`config.mk`:
```
export PLATFORM = sky130hd
export DESIGN_NAME = noc_packet_encoder
export DESIGN_NICKNAME = d
export VERILOG_FILES = /design/src/rtl/noc_pkg.sv /design/src/rtl/noc_flit_serializer.sv /design/src/rtl/noc_packet_encoder.sv
export SDC_FILE = /design/constraint.sdc
export NUM_CORES = 1
export LEC_CHECK = 0
export ABC_AREA = 1
export CORE_UTILIZATION = 48
export DETAILED_ROUTE_END_ITERATION = 12
export HOLD_SLACK_MARGIN = 0.12
export MAX_ROUTING_LAYER = met4
export PLACE_DENSITY_LB_ADDON = 0.15
export SLEW_MARGIN = 30
export SYNTH_ARGS = -nofsm -noshare
export SYNTH_HDL_FRONTEND = slang
export SYNTH_SLANG_ARGS = --single-unit
```
`constraint.sdc`:
```
create_clock -name clk -period 1.85 [get_ports clk]
set_input_delay 0.37 -clock clk [delete_from_list [all_inputs] [get_ports clk]]
set_output_delay 0.37 -clock clk [all_outputs]
set_load 0.01 [all_outputs]
```
`src/rtl/noc_pkg.sv`:
```
// Shared definitions for the NoC packet encoder.
// Provides the flit geometry, the flit-type codes, the field positions
// inside a flit, the encoder FSM state encoding and the tail checksum.
package noc_pkg;

  localparam int FLIT_W    = 16;
  localparam int NUM_FLITS = 6;

  // Every flit splits into a 2-bit type field and a 14-bit payload field.
  localparam int TYPE_MSB  = 15;
  localparam int TYPE_LSB  = 14;
  localparam int PAYLOAD_W = 14;

  localparam logic [1:0] FLIT_HEAD = 2'b10;
  localparam logic [1:0] FLIT_TAIL = 2'b11;

  // Positions of the packet flits inside the flit bank.
  localparam int IDX_HEAD  = 0;
  localparam int IDX_BODY1 = 1;
  localparam int IDX_BODY2 = 2;
  localparam int IDX_BODY3 = 3;
  localparam int IDX_BODY4 = 4;
  localparam int IDX_TAIL  = 5;

  typedef enum logic [1:0] {
    ST_IDLE   = 2'd0,
    ST_ENCODE = 2'd1,
    ST_SEND   = 2'd2
  } enc_state_e;

  // Tail checksum: XOR of the payload fields of head and body1..4.
  function automatic logic [PAYLOAD_W-1:0] flit_csum(
    input logic [FLIT_W-1:0] head,
    input logic [FLIT_W-1:0] body1,
    input logic [FLIT_W-1:0] body2,
    input logic [FLIT_W-1:0] body3,
    input logic [FLIT_W-1:0] body4
  );
    return head[PAYLOAD_W-1:0] ^ body1[PAYLOAD_W-1:0] ^ body2[PAYLOAD_W-1:0]
         ^ body3[PAYLOAD_W-1:0] ^ body4[PAYLOAD_W-1:0];
  endfunction

endpackage

```
`src/rtl/noc_flit_serializer.sv`:
```
// Serial flit stream over a bank of packet flits.
// Ports:
//   clk, rst_n      clock, asynchronous active-low reset
//   i_start         pulse: a freshly built bank is ready, begin at flit 0
//   i_bank          flit bank, entry 0 is sent first
//   i_flit_ready    sink accepts the current flit
//   o_flit          current flit (zero while not valid)
//   o_flit_valid    current flit is valid
//   o_done          last flit is being accepted this cycle
module noc_flit_serializer #(
  parameter int NUM_FLITS = 6,
  parameter int FLIT_W    = 16
) (
  input  logic                             clk,
  input  logic                             rst_n,
  input  logic                             i_start,
  input  logic [NUM_FLITS-1:0][FLIT_W-1:0] i_bank,
  input  logic                             i_flit_ready,
  output logic [FLIT_W-1:0]                o_flit,
  output logic                             o_flit_valid,
  output logic                             o_done
);

  localparam logic [2:0] LAST_IDX = 3'(NUM_FLITS - 1);

  logic [2:0] idx_q, idx_d;
  logic       valid_q, valid_d;
  logic       accept;

  always_comb begin
    idx_d   = idx_q;
    valid_d = valid_q;
    accept  = valid_q && i_flit_ready;
    o_done  = accept && (idx_q == LAST_IDX);
    if (i_start) begin
      idx_d   = 3'd0;
      valid_d = 1'b1;
    end else if (accept) begin
      if (idx_q == LAST_IDX) begin
        idx_d   = 3'd0;
        valid_d = 1'b0;
      end else begin
        idx_d = idx_q + 3'd1;
      end
    end
  end

  // The output mux only depends on registered state, so i_flit_ready
  // never reaches o_flit or o_flit_valid combinationally.
  always_comb begin
    o_flit = '0;
    for (int i = 0; i < NUM_FLITS; i++) begin
      if (valid_q && (idx_q == 3'(i))) begin
        o_flit = i_bank[i];
      end
    end
  end

  assign o_flit_valid = valid_q;

  always_ff @(posedge clk or negedge rst_n) begin
    if (!rst_n) begin
      idx_q   <= 3'd0;
      valid_q <= 1'b0;
    end else begin
      idx_q   <= idx_d;
      valid_q <= valid_d;
    end
  end

endmodule

```
`src/rtl/noc_packet_encoder.sv`:
```
// Turns a memory request into a six-flit NoC write packet.
// The packet is presented both as a parallel flit bundle (qualified by a
// one-cycle o_en strobe) and as a serial valid/ready flit stream.
// Ports:
//   clk, rst_n                      clock, asynchronous active-low reset
//   i_valid / o_ready               request handshake
//   i_address, i_rw, i_wdata, i_dest request fields
//   o_head_flit .. o_tail_flit      parallel flits, held until next encode
//   o_en                            one-cycle strobe, parallel flits valid
//   o_flit, o_flit_valid, i_flit_ready  serial flit stream
//   o_busy                          packet in flight
module noc_packet_encoder #(
  parameter int ADDR_WIDTH = 14,
  parameter int DATA_WIDTH = 32,
  parameter int DEST_WIDTH = 6,
  parameter int NUM_FLITS  = 6
) (
  input  logic                  clk,
  input  logic                  rst_n,
  input  logic                  i_valid,
  output logic                  o_ready,
  input  logic [ADDR_WIDTH-1:0] i_address,
  input  logic                  i_rw,
  input  logic [DATA_WIDTH-1:0] i_wdata,
  input  logic [DEST_WIDTH-1:0] i_dest,
  output logic [15:0]           o_head_flit,
  output logic [15:0]           o_body_flit_1,
  output logic [15:0]           o_body_flit_2,
  output logic [15:0]           o_body_flit_3,
  output logic [15:0]           o_body_flit_4,
  output logic [15:0]           o_tail_flit,
  output logic                  o_en,
  output logic [15:0]           o_flit,
  output logic                  o_flit_valid,
  input  logic                  i_flit_ready,
  output logic                  o_busy
);

  import noc_pkg::*;

  enc_state_e state_q, state_d;
  logic       ready_q, ready_d;
  logic       en_q, en_d;

  // Request captured at acceptance so later input changes cannot leak in.
  logic [ADDR_WIDTH-1:0] addr_q, addr_d;
  logic                  rw_q, rw_d;
  logic [DATA_WIDTH-1:0] wdata_q, wdata_d;
  logic [DEST_WIDTH-1:0] dest_q, dest_d;

  logic [NUM_FLITS-1:0][FLIT_W-1:0] bank_q, bank_d;

  logic [FLIT_W-1:0] head_w, body1_w, body2_w, body3_w, body4_w, tail_w;
  logic              ser_done;

  always_comb begin
    head_w                     = '0;
    head_w[TYPE_MSB:TYPE_LSB]  = FLIT_HEAD;
    head_w[DEST_WIDTH-1:0]     = dest_q;
    body1_w = {addr_q[PAYLOAD_W-1:0], rw_q, 1'b0};
    body2_w = {wdata_q[31:17], 1'b0};
    body3_w = {wdata_q[16:2], 1'b0};
    body4_w = {wdata_q[1:0], 14'b0};
    tail_w  = {FLIT_TAIL, flit_csum(head_w, body1_w, body2_w, body3_w, body4_w)};
  end

  always_comb begin
    state_d = state_q;
    addr_d  = addr_q;
    rw_d    = rw_q;
    wdata_d = wdata_q;
    dest_d  = dest_q;
    bank_d  = bank_q;
    en_d    = 1'b0;
    unique case (state_q)
      ST_IDLE: begin
        if (i_valid && ready_q) begin
          addr_d  = i_address;
          rw_d    = i_rw;
          wdata_d = i_wdata;
          dest_d  = i_dest;
          state_d = ST_ENCODE;
        end
      end
      ST_ENCODE: begin
        bank_d[IDX_HEAD]  = head_w;
        bank_d[IDX_BODY1] = body1_w;
        bank_d[IDX_BODY2] = body2_w;
        bank_d[IDX_BODY3] = body3_w;
        bank_d[IDX_BODY4] = body4_w;
        bank_d[IDX_TAIL]  = tail_w;
        en_d              = 1'b1;
        state_d           = ST_SEND;
      end
      ST_SEND: begin
        if (ser_done) begin
          state_d = ST_IDLE;
        end
      end
      default: state_d = ST_IDLE;
    endcase
    // Ready follows the next state, so it rises one cycle after reset
    // release and is dropped on the accepting edge.
    ready_d = (state_d == ST_IDLE);
  end

  always_ff @(posedge clk or negedge rst_n) begin
    if (!rst_n) begin
      state_q <= ST_IDLE;
      ready_q <= 1'b0;
      en_q    <= 1'b0;
      addr_q  <= '0;
      rw_q    <= 1'b0;
      wdata_q <= '0;
      dest_q  <= '0;
      bank_q  <= '0;
    end else begin
      state_q <= state_d;
      ready_q <= ready_d;
      en_q    <= en_d;
      addr_q  <= addr_d;
      rw_q    <= rw_d;
      wdata_q <= wdata_d;
      dest_q  <= dest_d;
      bank_q  <= bank_d;
    end
  end

  noc_flit_serializer #(
    .NUM_FLITS (NUM_FLITS),
    .FLIT_W    (FLIT_W)
  ) u_serializer (
    .clk          (clk),
    .rst_n        (rst_n),
    .i_start      (state_q == ST_ENCODE),
    .i_bank       (bank_q),
    .i_flit_ready (i_flit_ready),
    .o_flit       (o_flit),
    .o_flit_valid (o_flit_valid),
    .o_done       (ser_done)
  );

  assign o_ready       = ready_q;
  assign o_en          = en_q;
  assign o_busy        = (state_q != ST_IDLE);
  assign o_head_flit   = bank_q[IDX_HEAD];
  assign o_body_flit_1 = bank_q[IDX_BODY1];
  assign o_body_flit_2 = bank_q[IDX_BODY2];
  assign o_body_flit_3 = bank_q[IDX_BODY3];
  assign o_body_flit_4 = bank_q[IDX_BODY4];
  assign o_tail_flit   = bank_q[IDX_TAIL];

endmodule

```
# Word-level counts from Yosys, hierarchy flattened

Cells that the tools add are included.

Register bits: 130
Input port bits: 57
Output and inout bits: 116
Logic and storage cells: 59

Add/sub/neg operators: 1
Eq/ne operators: 7
Mux-type cells: 16
Bitwise logic cells: 3
Reductions and logical operators: 17

Operators with widths:

| operator                                      | count |
|---|---|
| 2-to-1 mux 16 bit                             | 6 |
| XOR 14 bit                                    | 2 |
| XOR 6 x 14 -> 14 bit                          | 1 |
| logical AND 1 bit                             | 9 |
| 2-to-1 mux 3 bit                              | 3 |
| == test 3 x 2 -> 1 bit, second input constant | 2 |
| == test 3 bit, second input constant          | 2 |
| one-hot mux 2 bit (3 select lines)            | 1 |
| nonzero test 2 bit                            | 3 |
| zero test 2 bit                               | 2 |
| 2-to-1 mux 1 bit                              | 4 |
| 2-to-1 mux 2 bit                              | 2 |
| AND reduction 2 bit                           | 2 |
| adder 3 x 1 -> 3 bit, second input constant   | 1 |
| == test 3 x 1 -> 1 bit, second input constant | 1 |
| zero test 3 bit                               | 1 |
| == test 2 x 1 -> 1 bit, second input constant | 1 |
| == test 2 bit, second input constant          | 1 |

# Logic depth before layout (Yosys ltp)

Gate-level depths: netlist of run 1.

Depth after elaboration: 8
Mapped depth: 10
Depth with buffers taken out: 10

# By module

From an unflattened synthesis of run 1, not the netlist that was laid out.

Cell total of the unflattened synthesis: 898
Area total of the unflattened synthesis: 6590.1 um^2

Modules (own cells, without submodules):

| module              | instances | cells an instance | area each (um^2) | seq. area each (um^2) |
|---|---|---|---|---|
| noc_packet_encoder  | 1         | 607               | 5223.8           | 3103.0 |
| noc_flit_serializer | 1         | 291               | 1366.3           | 100.1 |

# Worst setup path before layout of run 1

Ideal clock, no wire load.

Path kind: reg-to-output
From: register u_serializer.idx_q[0]
To: output port o_flit[0]
Arrival: 1.443 ns
Required time: 1.480 ns
Setup slack: 0.037 ns
Stages on the path, launching flop included: 8
Path buffers: 1
Path through: dfrtp_1 nand2_1 inv_1 ha_1 nand2_1 clkbuf_1 nand2_1 a21boi_0

Longest elaborated chain between the ends: 8
Elaborated cells on any way between the ends: 18
Those cells by class: eq/ne: 5; mux: 6; reduce/logical: 7

Ends and longest elaborated chain:

| what                           | line                      | text |
|---|---|---|
| start, declared                | noc_flit_serializer.sv:26 | `logic [2:0] idx_q, idx_d;` |
| start signal, assigned         | noc_flit_serializer.sv:66 | `idx_q <= idx_d;` |
| zero test 3 bit                | noc_flit_serializer.sv:53 | `if (valid_q && (idx_q == 3'(i))) begin` |
| logical AND 1 bit              | noc_flit_serializer.sv:53 |  |
| 2-to-1 mux 16 bit (5 in a row) | noc_flit_serializer.sv:53 |  |
| 2-to-1 mux 16 bit *            | noc_flit_serializer.sv:53 |  |
| end, declared                  | noc_packet_encoder.sv:33  | `output logic [15:0] o_flit,` |

Every way passes the cells marked *; elsewhere a longest branch is shown, timed or not.

# Final worst setup path of run 1

From: register u_serializer.idx_q[0]
To: output port o_flit[2]

Same word-level chain as after synthesis.

==> metrics.txt, run 1 <==
Synth async-reset ratio=100%; final setup fails=16; initial core utilization=49.4%; delay-heaviest family, CP=simple AND/OR/NAND/NOR gates; Num CTS Buffers=17; Synth area leaders=dfrtp_1 54%, nand2_1 19%, o21ai_0 5.6%; CP cell instances=buf_6 -> nor2_4 -> inv_2 -> nor2_2 -> buf_6 -> nand2_2 -> nand3_2 -> nand2_1 -> nand2_1 -> nand2_1 -> nand2_1 -> buf_2; RSZ-0062 raised after global routing=yes; Synth top area share=53.9%; Synth Area in Compound Gates=7.80%; Synth cell types=26; Max VDD drop=0.00103 V; dominant register cell in the synthesized netlist=dfrtp_1; combinational family with the most area after synthesis=simple AND/OR/NAND/NOR gates; Netlist Area Pre-Place=5940 sq um; CTS tree=built; R2R Setup Slk=0.33 ns; initial antenna violation count=0; P&R area growth vs syn=42.9%; Worst setup EP type=output port; area share of xor/xnor cells in the synthesized design=2.65%; status=finished with violations; port bufs=146; Die X-Extent=113 um; Post-synth top cells=303 x nand2_1, 128 x dfrtp_1, 66 x o21ai_0; Worst EP required=1.48 ns; wire per inst=15.6 um; Slew Limit Fails=0; Worst path max stage delay=0.41 ns; max-cap violations=0; Synth Register Bits=128; Core ar.=12000 sq um; DR pass1 iterations=6; GPL Wtd Cong=0.963; Synth Instances=730; Net count, final=968; starting DRC count in detailed routing=484; PnR worst setup slack=-0.442 ns; syn_area_per_cell=8.13 sq um; Max Buffers Root-to-Sink=2; post-DR vias/cell=5.09; DPL Wire Length=11.8 mm; post-synthesis mux area share=0%; H-tree levels=4; Cell Pwr Density=1790 nW/um^2; Hold WS=0.440 ns; Crit Reg-Reg Endpoint=u_serializer.idx_q[1]; FMAX=0.436 GHz; worst hold-check path type=in2async; Overall Global Routing Usage=28.4%; most numerous cell in the Yosys netlist=nand2_1; dominant cell type by area after synthesis=dfrtp_1; Clock transition at path regs=0.05 ns; crit share post-route=124%; crit path max fanout=6; vias in the first global route=5145; full die area=12800 sq um; Vias=5439; critical path class=reg2out; number of diodes=0; largest net degree at the start of global routing=45; CP Launch Type=flop; Die Y-Extent=113 um; Worst Clk Skew=0.00653 ns; clk_lat worst skew=0.42 ns; row cnt=40; CP arrival=1.92 ns; Lkg Pwr=4.21 nW; worst r2r src=state_q[1]; failing checks=negative setup slack; drc violations=0; total global routing overflow=0; Final min period=2.29 ns; final WL=16.7 mm; final hold viol count=0; Syn. warnings=0; share of layout cells above drive strength 1=17.1%; Layout fillers=960; Clk Tree Root Cell=clkbuf_16; CTS Sinks=128; I/O Pins=173; Synth Area in Simple Gates=25.6%; DP Worst Slack=-0.440 ns; Reg2Reg Depth=6; CP max stage cell=dfrtp_1; first-pass GRT wire length=26.7 mm; Worst Path Buf+Inv=4; Post-synth EDFFs=0; ANT nets after route=0; Post-Synth Adder-Cell Area=0.211%; sequential share of the synthesized area=53.9%; most used cell, CP=nand2_1
## area by class of cell
type / count / area, sq um / share of cell area [%]
Sequential cell: 128 / 3200 / 37.8
Multi-Input combinational cell: 511 / 2420 / 28.6
Timing Repair Buffer: 196 / 1860 / 21.9
Clock buffer: 20 / 457 / 5.38
Inverter: 56 / 216 / 2.55
Tap cell: 147 / 184 / 2.17
Clock inverter: 11 / 139 / 1.64
## worst max-delay path by stage
stage	start	to	cells past startpoint
after global routing	u_serializer.idx_q[0]	o_flit[2]	12
after global placement	u_serializer.idx_q[0]	o_flit[6]	10
after floorplan	u_serializer.idx_q[0]	o_flit[0]	7
after CTS	u_serializer.idx_q[1]	o_flit[2]	12
final	u_serializer.idx_q[0]	o_flit[2]	12
after detailed placement	u_serializer.idx_q[0]	o_flit[7]	10
## per-stage QoR
stage / util [%] / power (mW) / area [sq um] / cells / setup TNS [ns]
CTS: 69.7 / 15.0 / 8370 / 1066 / -5.75
global placement: 63.6 / 11.2 / 7630 / 1026 / -6.11
finish: 70.6 / 15.2 / 8480 / 1069 / -6.39
detailed placement: 63.6 / 11.4 / 7630 / 1026 / -6.40
floorplan: - / 8.21 / 6030 / 755 / 0
global route: 70.6 / 16.2 / 8480 / 1069 / -7.76
## worst register-to-register path: stages, from the launching register on
cell	delay, ns
dfrtp_1	0.39
buf_4	0.15
nor2_4	0.13
buf_4	0.40
nor2_1	0.14
nand2_1	0.09
o21ai_0	0.09
## timing repair
item | CTS | global route
gates resized for setup | 125 | 30
endpoints found under the hold margin | 26 | 0
endpoints found under the setup margin | 18 | 18
pin swaps | 21 | 20
gates cloned | 1 | 0
setup buffers | 7 | 3
hold buffers | 1 | 0
## cells by family (layout without fill, tap and decap cells)
family,Yosys count,after routing
buffers and inverters,116,283
AO/OA/AOI/OAI,86,86
flip-flops,128,128
AND/OR/NAND/NOR,380,380
other,1,26
adder cells (fa/ha/maj),1,1
XOR/XNOR,18,18
## state kept, by name, summed over array words and instances, names as in the netlist
name                       flops
wdata_q                       32
addr_q                        14
u_serializer.idx_q             3
o_tail_flit                   15
o_body_flit_2                 15
o_ready                        1
o_head_flit                    5
state_q                        2
dest_q                         6
o_body_flit_4                  2
o_en                           1
o_body_flit_3                 15
o_body_flit_1                 15
rw_q                           1
u_serializer.o_flit_valid      1
## metal layers
layer	global-route usage [%]	share of wire [%]
met2	42.1	47
met4	8.60	1.1
met1	38.0	45
met5	-	0
met3	7.93	7.3
## power by group
| group | internal, mW | leakage, nW | total (mW) | switching (mW) |
|---|---|---|---|---|
| combinational | 3.18 | 2.31 | 6.68 | 3.50 |
| sequential | 4.03 | 1.61 | 5.15 | 1.11 |
| clock | 2.17 | 0.291 | 3.37 | 1.21 |
## cells in the final DEF (no fill, tap or decap), drive strengths merged
master         synthesis  routed
ha                     1       1
xnor2                 10      10
bufinv                 0       3
dfrtp                128     128
inv                   56      55
nand2                305     305
dlygate4sd2            0       1
o221ai                 8       8
conb                   1      26
clkdlybuf4s50          0     126
clkbuf                16      20
clkinvlp               0       3
nand4                  3       3
nand3                 25      25
xor2                   8       8
dlygate4sd3            0       1
dlymetal6s2s           0       2
a21boi                 1       1
o21ai                 77      77
clkinv                 0       6
buf                   44      66
or2                    8       8
nor2                  38      38
nand3b                 1       1
Power figures use the tool's default switching activity.
==> run 2: changes to the inputs <==
--- a/config.mk
+++ b/config.mk
@@ -7,6 +7,8 @@
 export LEC_CHECK = 0
 export ABC_AREA = 1
 export CORE_UTILIZATION = 48
+export CTS_BUF_LIST = sky130_fd_sc_hd__clkbuf_8 sky130_fd_sc_hd__clkbuf_16
+export CTS_CLUSTER_SIZE = 10
 export DETAILED_ROUTE_END_ITERATION = 12
 export HOLD_SLACK_MARGIN = 0.12
 export MAX_ROUTING_LAYER = met4
==> metrics.txt, run 2 (synthesis results as in run 1) <==
status=finished with violations; failing checks=negative setup slack; P_sw=5.82 mW (-0.13%); total global routing overflow=0 (unchanged); FMAX=0.436 GHz (about the same); first-pass GRT wire length=26.7 mm (unchanged); Reg area=3200 sq um (unchanged); most flop-heavy register=wdata_q; clk_lat worst skew=0.43 ns (about the same); Layout fillers=960 (unchanged); max FFs per register=32 (unchanged); Num CTS Buffers=17 (unchanged); vias in the first global route=5145 (unchanged); critical path class=reg2out; CP Launch Type=flop; PnR worst setup slack=-0.444 ns (-0.00192 ns); Final min period=2.29 ns (+0.00192 ns); drc violations=0 (unchanged); Clk Tree Root Cell=clkbuf_16; Final Util=70.6% (unchanged); crit path max fanout=6 (unchanged); Die Y-Extent=113 um (unchanged); Overall Global Routing Usage=28.4% (unchanged); Worst setup EP type=output port; wire per inst=15.6 um (-0.15%); starting DRC count in detailed routing=484 (unchanged); CTS Sinks=128 (unchanged); Net count, final=968 (unchanged); Worst Clk Skew=0.00955 ns (+0.00302 ns); final WL=16.6 mm (-0.15%); final hold viol count=0 (unchanged); Clock transition at path regs=0.05 ns (about the same); full die area=12800 sq um (unchanged); worst hold-check path type=in2async; post-DR vias/cell=5.08 (-0.18%); Sw Share=38.3% (about the same); Max Buffers Root-to-Sink=2 (unchanged); Flop pwr share=33.9% (about the same); initial antenna violation count=0 (unchanged); most common cell after layout, fill and taps aside=nand2_1; Lkg Pwr=4.22 nW (about the same); initial core utilization=49.4% (unchanged); RSZ-0062 raised after global routing=yes; Logic pwr share=44.0% (about the same); CP arrival=1.92 ns (about the same); commonest cells after routing, fill and taps aside=292 x nand2_1, 128 x dfrtp_1, 126 x clkdlybuf4s50_1, 49 x inv_1, 49 x o21ai_0; Max VDD drop=0.00103 V (-0.30%); Clk network pwr share=22.2% (about the same); largest net degree at the start of global routing=45 (unchanged); GPL Wtd Cong=0.963 (unchanged); row cnt=40 (unchanged); max-cap violations=0 (unchanged); area of the multi-input gates=2420 sq um (unchanged); ANT nets after route=0 (unchanged); Die X-Extent=113 um (unchanged); number of diodes=0 (unchanged); share of layout cells above drive strength 1=17.1% (unchanged); Slew Limit Fails=0 (unchanged); crit share post-route=124% (about the same); I/O Pins=173 (unchanged); port bufs=146 (unchanged); Core ar.=12000 sq um (unchanged); DR pass1 iterations=5 (-1); DP Worst Slack=-0.440 ns (unchanged); H-tree levels=4 (unchanged); Cell Pwr Density=1790 nW/um^2 (about the same); P&R area growth vs syn=42.9% (unchanged); Worst EP required=1.48 ns (about the same); final setup fails=16 (unchanged); CTS tree=built; internal power=9.38 mW (about the same); Vias=5429 (-0.18%); DPL Wire Length=11.8 mm (unchanged)
run 2: timing repair:
action,in CTS,in global routing
gates resized for setup,125,30
cloned,1,0
hold endpoints to repair,26,0
hold buffers,1,0
buffers inserted,7,3
endpoints found under the setup margin,18,18
pin swaps,21,20
run 2: cell type report:
class	count	share of cell area [%]
flip-flops and latches	128	37.8
multi-input cells	511	28.6
repair buffers	196	21.9
clock buffers	19	5.34
inverters	56	2.55
well taps	147	2.17
clock inverters	12	1.68
run 2: metal layers:
metal,routed length (um),global-route usage (%)
met1,7510,38.0
met4,155,8.60
met5,0,-
met3,1160,7.93
met2,7810,42.1
run 2: metrics by stage:
stage / total power, mW / cell area, sq um / std cells / setup TNS (ns) / hold slack [ns]
global placement: 11.2 / 7630 / 1026 / -6.11 / 0.336
detailed placement: 11.4 / 7630 / 1026 / -6.40 / 0.342
finish: 15.2 / 8480 / 1069 / -6.39 / 0.442
floorplan: 8.21 / 6030 / 755 / 0 / 0.0744
CTS: 15.0 / 8370 / 1066 / -5.75 / 0.436
global route: 16.2 / 8480 / 1069 / -7.76 / 0.471
run 2: final timing paths:
path                                            start                    end  slack, ns  depth (start not counted)
worst max-delay path            u_serializer.idx_q[0]              o_flit[2]      -0.44                         12
worst min-delay path                            rst_n      o_body_flit_3[13]       0.44                          2
worst max register to register             state_q[1]  u_serializer.idx_q[1]       0.33                          6
worst min register to register             wdata_q[1]      o_body_flit_4[15]       0.48                          2
max in group asynchronous                       rst_n      o_body_flit_1[12]       0.82                          3
min in group clk                           wdata_q[1]      o_body_flit_4[15]       0.48                          2
run 2: critical path: stages, from the launching register on:
cell	delay [ns]
dfrtp_1	0.41
buf_6	0.14
nor2_4	0.14
inv_2	0.05
nor2_2	0.11
buf_6	0.14
nand2_2	0.05
nand3_2	0.06
nand2_1	0.06
nand2_1	0.06
nand2_1	0.05
nand2_1	0.09
buf_2	0.14
run 2: power by group through the flow:
stage / clock network [mW] / logic (mW) / registers [mW]
final: 3.37 / 6.68 / 5.15
after global routing: 3.55 / 7.35 / 5.28
after CTS: 3.41 / 6.48 / 5.11
after detailed placement: 0 / 6.29 / 5.12
after global placement: 0 / 6.15 / 5.09
after floorplan: 0 / 3.09 / 5.12
